**src/rtl/syn_gpu_poly_lb_mstr.sv**
```systemverilog
// Local-bus initiator for the polygon drawer: serialises one job descriptor into
// register writes, kicks the drawer, then polls STATUS until it reports idle.
module syn_gpu_poly_lb_mstr #(
    parameter int unsigned               LB_ADDR_W = 8,
    parameter int unsigned               LB_DATA_W = 32,
    parameter logic [LB_ADDR_W-1:0]      BASE_ADDR = 8'h40,
    parameter int unsigned               X_W       = 10,
    parameter int unsigned               Y_W       = 9,
    parameter int unsigned               MAX_VERTS = 4,
    parameter int unsigned               POLL_GAP  = 4,
    parameter int unsigned               TIMEOUT   = 64
) (
    input  logic                       clk_ir,
    input  logic                       rst_sync_l,
    input  logic                       job_valid,
    output logic                       job_ready,
    input  logic [2:0]                 job_nverts,
    input  logic [7:0]                 job_color,
    input  logic [MAX_VERTS*X_W-1:0]   job_vx,
    input  logic [MAX_VERTS*Y_W-1:0]   job_vy,
    output logic                       job_done,
    output logic                       job_err,
    output logic                       lb_wr_en,
    output logic                       lb_rd_en,
    output logic [LB_ADDR_W-1:0]       lb_addr,
    output logic [LB_DATA_W-1:0]       lb_wr_data,
    input  logic                       lb_wr_valid,
    input  logic                       lb_rd_valid,
    input  logic [LB_DATA_W-1:0]       lb_rd_data
);

    localparam int unsigned IDX_W   = $clog2(2 * MAX_VERTS + 2);
    localparam int unsigned CNT_MAX = (TIMEOUT > POLL_GAP) ? TIMEOUT : POLL_GAP;
    localparam int unsigned CNT_W   = $clog2(CNT_MAX + 1);

    typedef enum logic [3:0] {
        StIdle, StWr, StWrWait, StKick, StKickWait, StPollGap, StPoll, StPollWait, StDone
    } state_e;

    state_e                   state_q, state_d;
    logic [IDX_W-1:0]         idx_q, idx_d;
    logic [CNT_W-1:0]         cnt_q, cnt_d;
    logic                     err_q, err_d;
    logic                     ready_q, ready_d;
    logic                     load;
    logic [2:0]               nverts_q;
    logic [7:0]               color_q;
    logic [MAX_VERTS*X_W-1:0] vx_q;
    logic [MAX_VERTS*Y_W-1:0] vy_q;
    logic [IDX_W-1:0]         last_idx;
    logic                     expired;
    logic                     bad_job;
    logic [IDX_W-1:0]         vert_sel;
    logic [X_W-1:0]           vx_sel;
    logic [Y_W-1:0]           vy_sel;
    logic [LB_DATA_W-1:0]     wr_word;
    logic                     unused_rd;

    assign unused_rd = ^lb_rd_data[LB_DATA_W-1:1];
    // Write index k targets offset 2+k: NVERTS, COLOR, then X/Y pairs.
    assign last_idx  = IDX_W'({nverts_q, 1'b1});
    assign expired   = (cnt_q == CNT_W'(TIMEOUT - 1));
    assign bad_job   = (job_nverts < 3'd3) || (32'(job_nverts) > MAX_VERTS);

    always_ff @(posedge clk_ir) begin
        if (!rst_sync_l) begin
            state_q  <= StIdle;
            idx_q    <= '0;
            cnt_q    <= '0;
            err_q    <= 1'b0;
            ready_q  <= 1'b0;
            nverts_q <= '0;
            color_q  <= '0;
            vx_q     <= '0;
            vy_q     <= '0;
        end else begin
            state_q <= state_d;
            idx_q   <= idx_d;
            cnt_q   <= cnt_d;
            err_q   <= err_d;
            ready_q <= ready_d;
            if (load) begin
                nverts_q <= job_nverts;
                color_q  <= job_color;
                vx_q     <= job_vx;
                vy_q     <= job_vy;
            end
        end
    end

    always_comb begin
        state_d = state_q;
        idx_d   = idx_q;
        cnt_d   = cnt_q;
        err_d   = 1'b0;
        load    = 1'b0;
        case (state_q)
            StIdle: begin
                if (job_valid && ready_q) begin
                    load = 1'b1;
                    if (bad_job) begin
                        err_d = 1'b1;
                    end else begin
                        state_d = StWr;
                        idx_d   = '0;
                    end
                end
            end
            // The counter holds cycles elapsed since the strobe, so the first wait cycle sees 1.
            StWr: begin
                state_d = StWrWait;
                cnt_d   = CNT_W'(1);
            end
            StWrWait: begin
                if (lb_wr_valid) begin
                    if (idx_q == last_idx) begin
                        state_d = StKick;
                    end else begin
                        idx_d   = idx_q + 1'b1;
                        state_d = StWr;
                    end
                end else if (expired) begin
                    err_d   = 1'b1;
                    state_d = StIdle;
                end else begin
                    cnt_d = cnt_q + 1'b1;
                end
            end
            StKick: begin
                state_d = StKickWait;
                cnt_d   = CNT_W'(1);
            end
            StKickWait: begin
                if (lb_wr_valid) begin
                    state_d = StPollGap;
                    cnt_d   = '0;
                end else if (expired) begin
                    err_d   = 1'b1;
                    state_d = StIdle;
                end else begin
                    cnt_d = cnt_q + 1'b1;
                end
            end
            StPollGap: begin
                if (cnt_q == CNT_W'(POLL_GAP - 1)) begin
                    state_d = StPoll;
                end else begin
                    cnt_d = cnt_q + 1'b1;
                end
            end
            StPoll: begin
                state_d = StPollWait;
                cnt_d   = CNT_W'(1);
            end
            StPollWait: begin
                if (lb_rd_valid) begin
                    if (lb_rd_data[0]) begin
                        state_d = StPollGap;
                        cnt_d   = '0;
                    end else begin
                        state_d = StDone;
                    end
                end else if (expired) begin
                    err_d   = 1'b1;
                    state_d = StIdle;
                end else begin
                    cnt_d = cnt_q + 1'b1;
                end
            end
            StDone:  state_d = StIdle;
            default: state_d = StIdle;
        endcase
        // Ready is withheld for the cycle carrying the error pulse.
        ready_d = (state_d == StIdle) && !err_d;
    end

    always_comb begin
        vert_sel = idx_q - IDX_W'(2);
        vx_sel   = '0;
        vy_sel   = '0;
        for (int i = 0; i < MAX_VERTS; i++) begin
            if (vert_sel[IDX_W-1:1] == (IDX_W-1)'(i)) begin
                vx_sel = vx_q[i*X_W +: X_W];
                vy_sel = vy_q[i*Y_W +: Y_W];
            end
        end
        if (idx_q == '0) begin
            wr_word = LB_DATA_W'(nverts_q);
        end else if (idx_q == IDX_W'(1)) begin
            wr_word = LB_DATA_W'(color_q);
        end else if (vert_sel[0]) begin
            wr_word = LB_DATA_W'(vy_sel);
        end else begin
            wr_word = LB_DATA_W'(vx_sel);
        end
    end

    always_comb begin
        lb_wr_en   = 1'b0;
        lb_rd_en   = 1'b0;
        lb_addr    = '0;
        lb_wr_data = '0;
        case (state_q)
            StWr: begin
                lb_wr_en   = 1'b1;
                lb_addr    = BASE_ADDR + LB_ADDR_W'(idx_q) + LB_ADDR_W'(2);
                lb_wr_data = wr_word;
            end
            StKick: begin
                lb_wr_en   = 1'b1;
                lb_addr    = BASE_ADDR;
                lb_wr_data = LB_DATA_W'(1);
            end
            StPoll: begin
                lb_rd_en = 1'b1;
                lb_addr  = BASE_ADDR + LB_ADDR_W'(1);
            end
            default: ;
        endcase
    end

    assign job_ready = ready_q;
    assign job_err   = err_q;
    assign job_done  = (state_q == StDone);

endmodule

```
**config.mk**
```make
export PLATFORM = sky130hd
export DESIGN_NAME = syn_gpu_poly_lb_mstr
export DESIGN_NICKNAME = d
export VERILOG_FILES = /design/src/rtl/syn_gpu_poly_lb_mstr.sv
export SDC_FILE = /design/constraint.sdc
export NUM_CORES = 1
export LEC_CHECK = 0
export BUFFER_PORTS_ARGS = -buffer_cell sky130_fd_sc_hd__buf_2
export CORE_MARGIN = 2
export CORE_UTILIZATION = 45
export CTS_CLUSTER_DIAMETER = 80
export DETAILED_ROUTE_END_ITERATION = 8
export MAX_ROUTING_LAYER = met4
export PLACE_DENSITY = 0.72
export SLEW_MARGIN = 25
export SYNTH_ARGS = -nofsm -noshare
export SYNTH_HDL_FRONTEND = slang
export SYNTH_SLANG_ARGS = --single-unit
```
**constraint.sdc**
```tcl
create_clock -name clk_ir -period 5.5 [get_ports clk_ir]
set_clock_uncertainty 0.2 [all_clocks]
set_input_delay 1.1 -clock clk_ir [delete_from_list [all_inputs] [get_ports clk_ir]]
set_output_delay 1.1 -clock clk_ir [all_outputs]
set_load 0.05 [all_outputs]
```
==> flow_metrics.py <==
metrics = {
    "die": {
        "ios": 169,
        "row_count": 40,
        "fp.dieArea_um2": 12970,
        "core-area_um2": 11910,
        "dieHeight_um": 113.9,
        "initial_core_util_pct": 45.62,
        "die_w_um": 113.9,
    },
    "sta": {
        "period_share_pct": 89.88,
        "slew_headroom_pct": 36.92,
        "fmax_ghz": 0.2023,
        "drv_slew": 0,
        "rsz0062_at_grt": "no",
        "setup_viol": 0,
        "hold_viol": 0,
        "tns_ns": 0,
        "tightest_slew_ns": 0.9452,
        "fin_crit_ns": 4.943,
    },
    "layout": {
        "layout-drive-gt1-share_pct": 20.08,
        "fin_util_pct": 52.41,
        "stdcell_area_um2": 6242,
        "stdcell_count": 939,
        "nFillCells": 1173,
        "synthToLayoutAreaGrowth_pct": 14.87,
        "diodes": 0,
        "final_nets": 921,
    },
    "critical_path": {
        "critPathLaunchType": "flip-flop",
        "crit_buf_inv": 2,
        "critPathKind": "reg2out",
        "cp-end-kind": "primary output",
        "path_max_fanout": 19,
        "slowest_delay_ns": 0.63,
        "critPathTopFamily": "compound AO/OA/AOI/OAI gates",
        "crit_chain": "inv_1 > ha_1 > xnor2_4 > and2_1 > a221oi_1 > o32a_1 > a2111oi_2 > buf_2",
        "required_ns": 4.20,
        "slowest_stage": "and2_1",
        "critPathArrivalTime_ns": 3.64,
    },
    "run_status": {
        "outcome": "finished clean",
    },
    "synthesis": {
        "yosys.cell_types.count": 63,
        "synthXorXnorAreaFrac_pct": 1.312,
        "synthAdderAreaFrac_pct": 2.303,
        "synthTopCellsByArea": "dfxtp_1 38%, nand2_1 14%, a21oi_1 9.6%",
        "synthFlopType": "dfxtp_1",
        "yosysMostFrequentCell": "nand2_1",
        "synth_edf_count": 0,
        "synth_mux_area_share_pct": 2.164,
        "ys_ff_latch": 104,
        "synth_top_area_share_pct": 38.31,
        "syn_inst": 712,
        "synth_warnings": 0,
        "netlist_top_cells_count": "199 x nand2_1, 104 x a21oi_1, 104 x dfxtp_1, 39 x clkbuf_1, 26 x buf_4",
        "seq_area_frac_synth_pct": 38.31,
        "synth-simple-area-share_pct": 26.11,
        "synth-async-reset-ratio_pct": 0,
        "yosys.area.top_type": "dfxtp_1",
        "syn_area_per_cell_um2": 7.632,
        "synth_compound_area_share_pct": 21.25,
        "synth_top_family_by_area": "simple AND/OR/NAND/NOR gates",
        "synth.cell_area_um2": 5434,
    },
    "placed_design": {
        "port_buffers": 113,
        "place_area_um2": 5909,
        "hpwl_um": 10510,
        "gp_congestion": 0.9177,
        "dp.cells": 923,
    },
    "power_and_ir_drop": {
        "power.density_nw_per_um2": 274.7,
        "p_total_w": 0.001715,
        "leakagePower_nw": 2.485,
        "peakVddDrop_mv": 0.1722,
    },
    "detailed_routing": {
        "wirelength_um": 14420,
        "num_vias": 5155,
        "via_per_inst": 5.490,
        "drc": 0,
        "antenna_left": 0,
        "drt-initial-drc-count": 372,
        "wire_per_inst_um": 15.36,
        "drt_pass1_iterations": 5,
    },
    "clock_tree": {
        "tritoncts": "done",
        "cts_hold_buf": 0,
        "cts_resized": 0,
        "cts_setup_buffers": 0,
        "cts_made_buffers": 9,
        "cts_root_buf": "clkbuf_16",
        "cts_buffer_depth": 2,
        "htree_levels": 3,
        "path_clk_slew_ns": 0.07,
        "clock_sinks": 104,
        "clkLatencyLatePin_ns": 0.35,
    },
    "global_routing": {
        "antenna_found_initial": 0,
        "grt_pass1_vias": 4465,
        "gr-total-overflow": 0,
        "grtUsageTotal_pct": 23.07,
        "grt_pass1_wl_um": 22710,
        "grt_max_degree": 61,
    },
    "flow_run": {
        "cap_violations": 0,
    },
    "min_path": {
        "hold_path_class": "reg2reg",
    },
}
## final cells by class
type                            count  area [µm²]  share of cell area, %
Multi-Input combinational cell    541        2988                  47.87
Sequential cell                   104        2082                  33.35
Timing Repair Buffer              120       618.1                  9.902
Clock buffer                       11       242.7                  3.889
Tap cell                          147       183.9                  2.946
Clock inverter                      5       86.33                  1.383
Inverter                           11       41.29                 0.6615
## registers in the layout (all words and copies together) (netlist names)
signal     cells
color_q        8
vy_q          36
job_ready      1
vx_q          40
state_q        4
nverts_q       3
job_err        1
cnt_q          7
idx_q          4
## final timing paths
path | start | to | slack, ns | cells past startpoint
hold reg to reg | vy_q[21] | vy_q[21] | 0.25 | 2
hold / removal | vy_q[21] | vy_q[21] | 0.25 | 2
setup reg to reg | state_q[3] | vx_q[18] | 2.66 | 5
setup / recovery | idx_q[1] | lb_wr_data[8] | 0.56 | 8
## cell families (layout without fill, tap and decap cells)
kind of cell	Yosys count	count (layout)
fa+ha+maj	10	10
simple gates	310	310
other cells	1	24
compound gates	180	180
mux	11	11
xor+xnor	6	6
buf+inv	90	147
flops	104	104
## layer usage
| metal | GRT usage [%] | up-vias | wire, µm |
|---|---|---|---|
| li1 | - | 2596 | - |
| met1 | 32.39 | 2365 | 7012 |
| met5 | - | - | 0 |
| met2 | 33.37 | 171 | 6352 |
| met4 | 7.724 | 0 | 304 |
| met3 | 4.410 | 23 | 754 |
## stage by stage
step | setup slack, ns | hold WS (ns)
global placement | 0.9372 | 0.2390
global route | 0.3414 | 0.2709
finish | 0.5566 | 0.2547
detailed placement | 0.9449 | 0.2469
CTS | 0.5452 | 0.2572
floorplan | 0.1364 | 0.2317
## cell usage in the layout (no fill, tap or decap), drive strengths merged, types with 8 or more instances in the layout
cell type	synthesis	routed
nand2	200	200
buf	40	120
a21oi	104	104
dfxtp	104	104
conb	1	24
nor2	19	19
nand3	18	18
a221oi	17	17
inv	11	14
o21ai	11	11
clkbuf	39	11
nor4	10	10
ha	10	10
and2	8	8
and3	8	8
## power breakdown
group	leakage [nW]	total (W)	switching, W	internal, W
clock	0.161	0.000712	0.000295	0.000417
combinational	1.48	0.000191	0.000131	0.0000595
sequential	0.847	0.000813	0.0000231	0.000790
total	2.48	0.00171	0.000449	0.00127
## worst register-to-register path: cells and delay by family (launching register included)
kind            cells  cell delay [ns]
compound gates      1             0.07
buf+inv             1             0.58
flops               1             0.46
simple gates        3             1.40
Power figures use the tool's default switching activity.
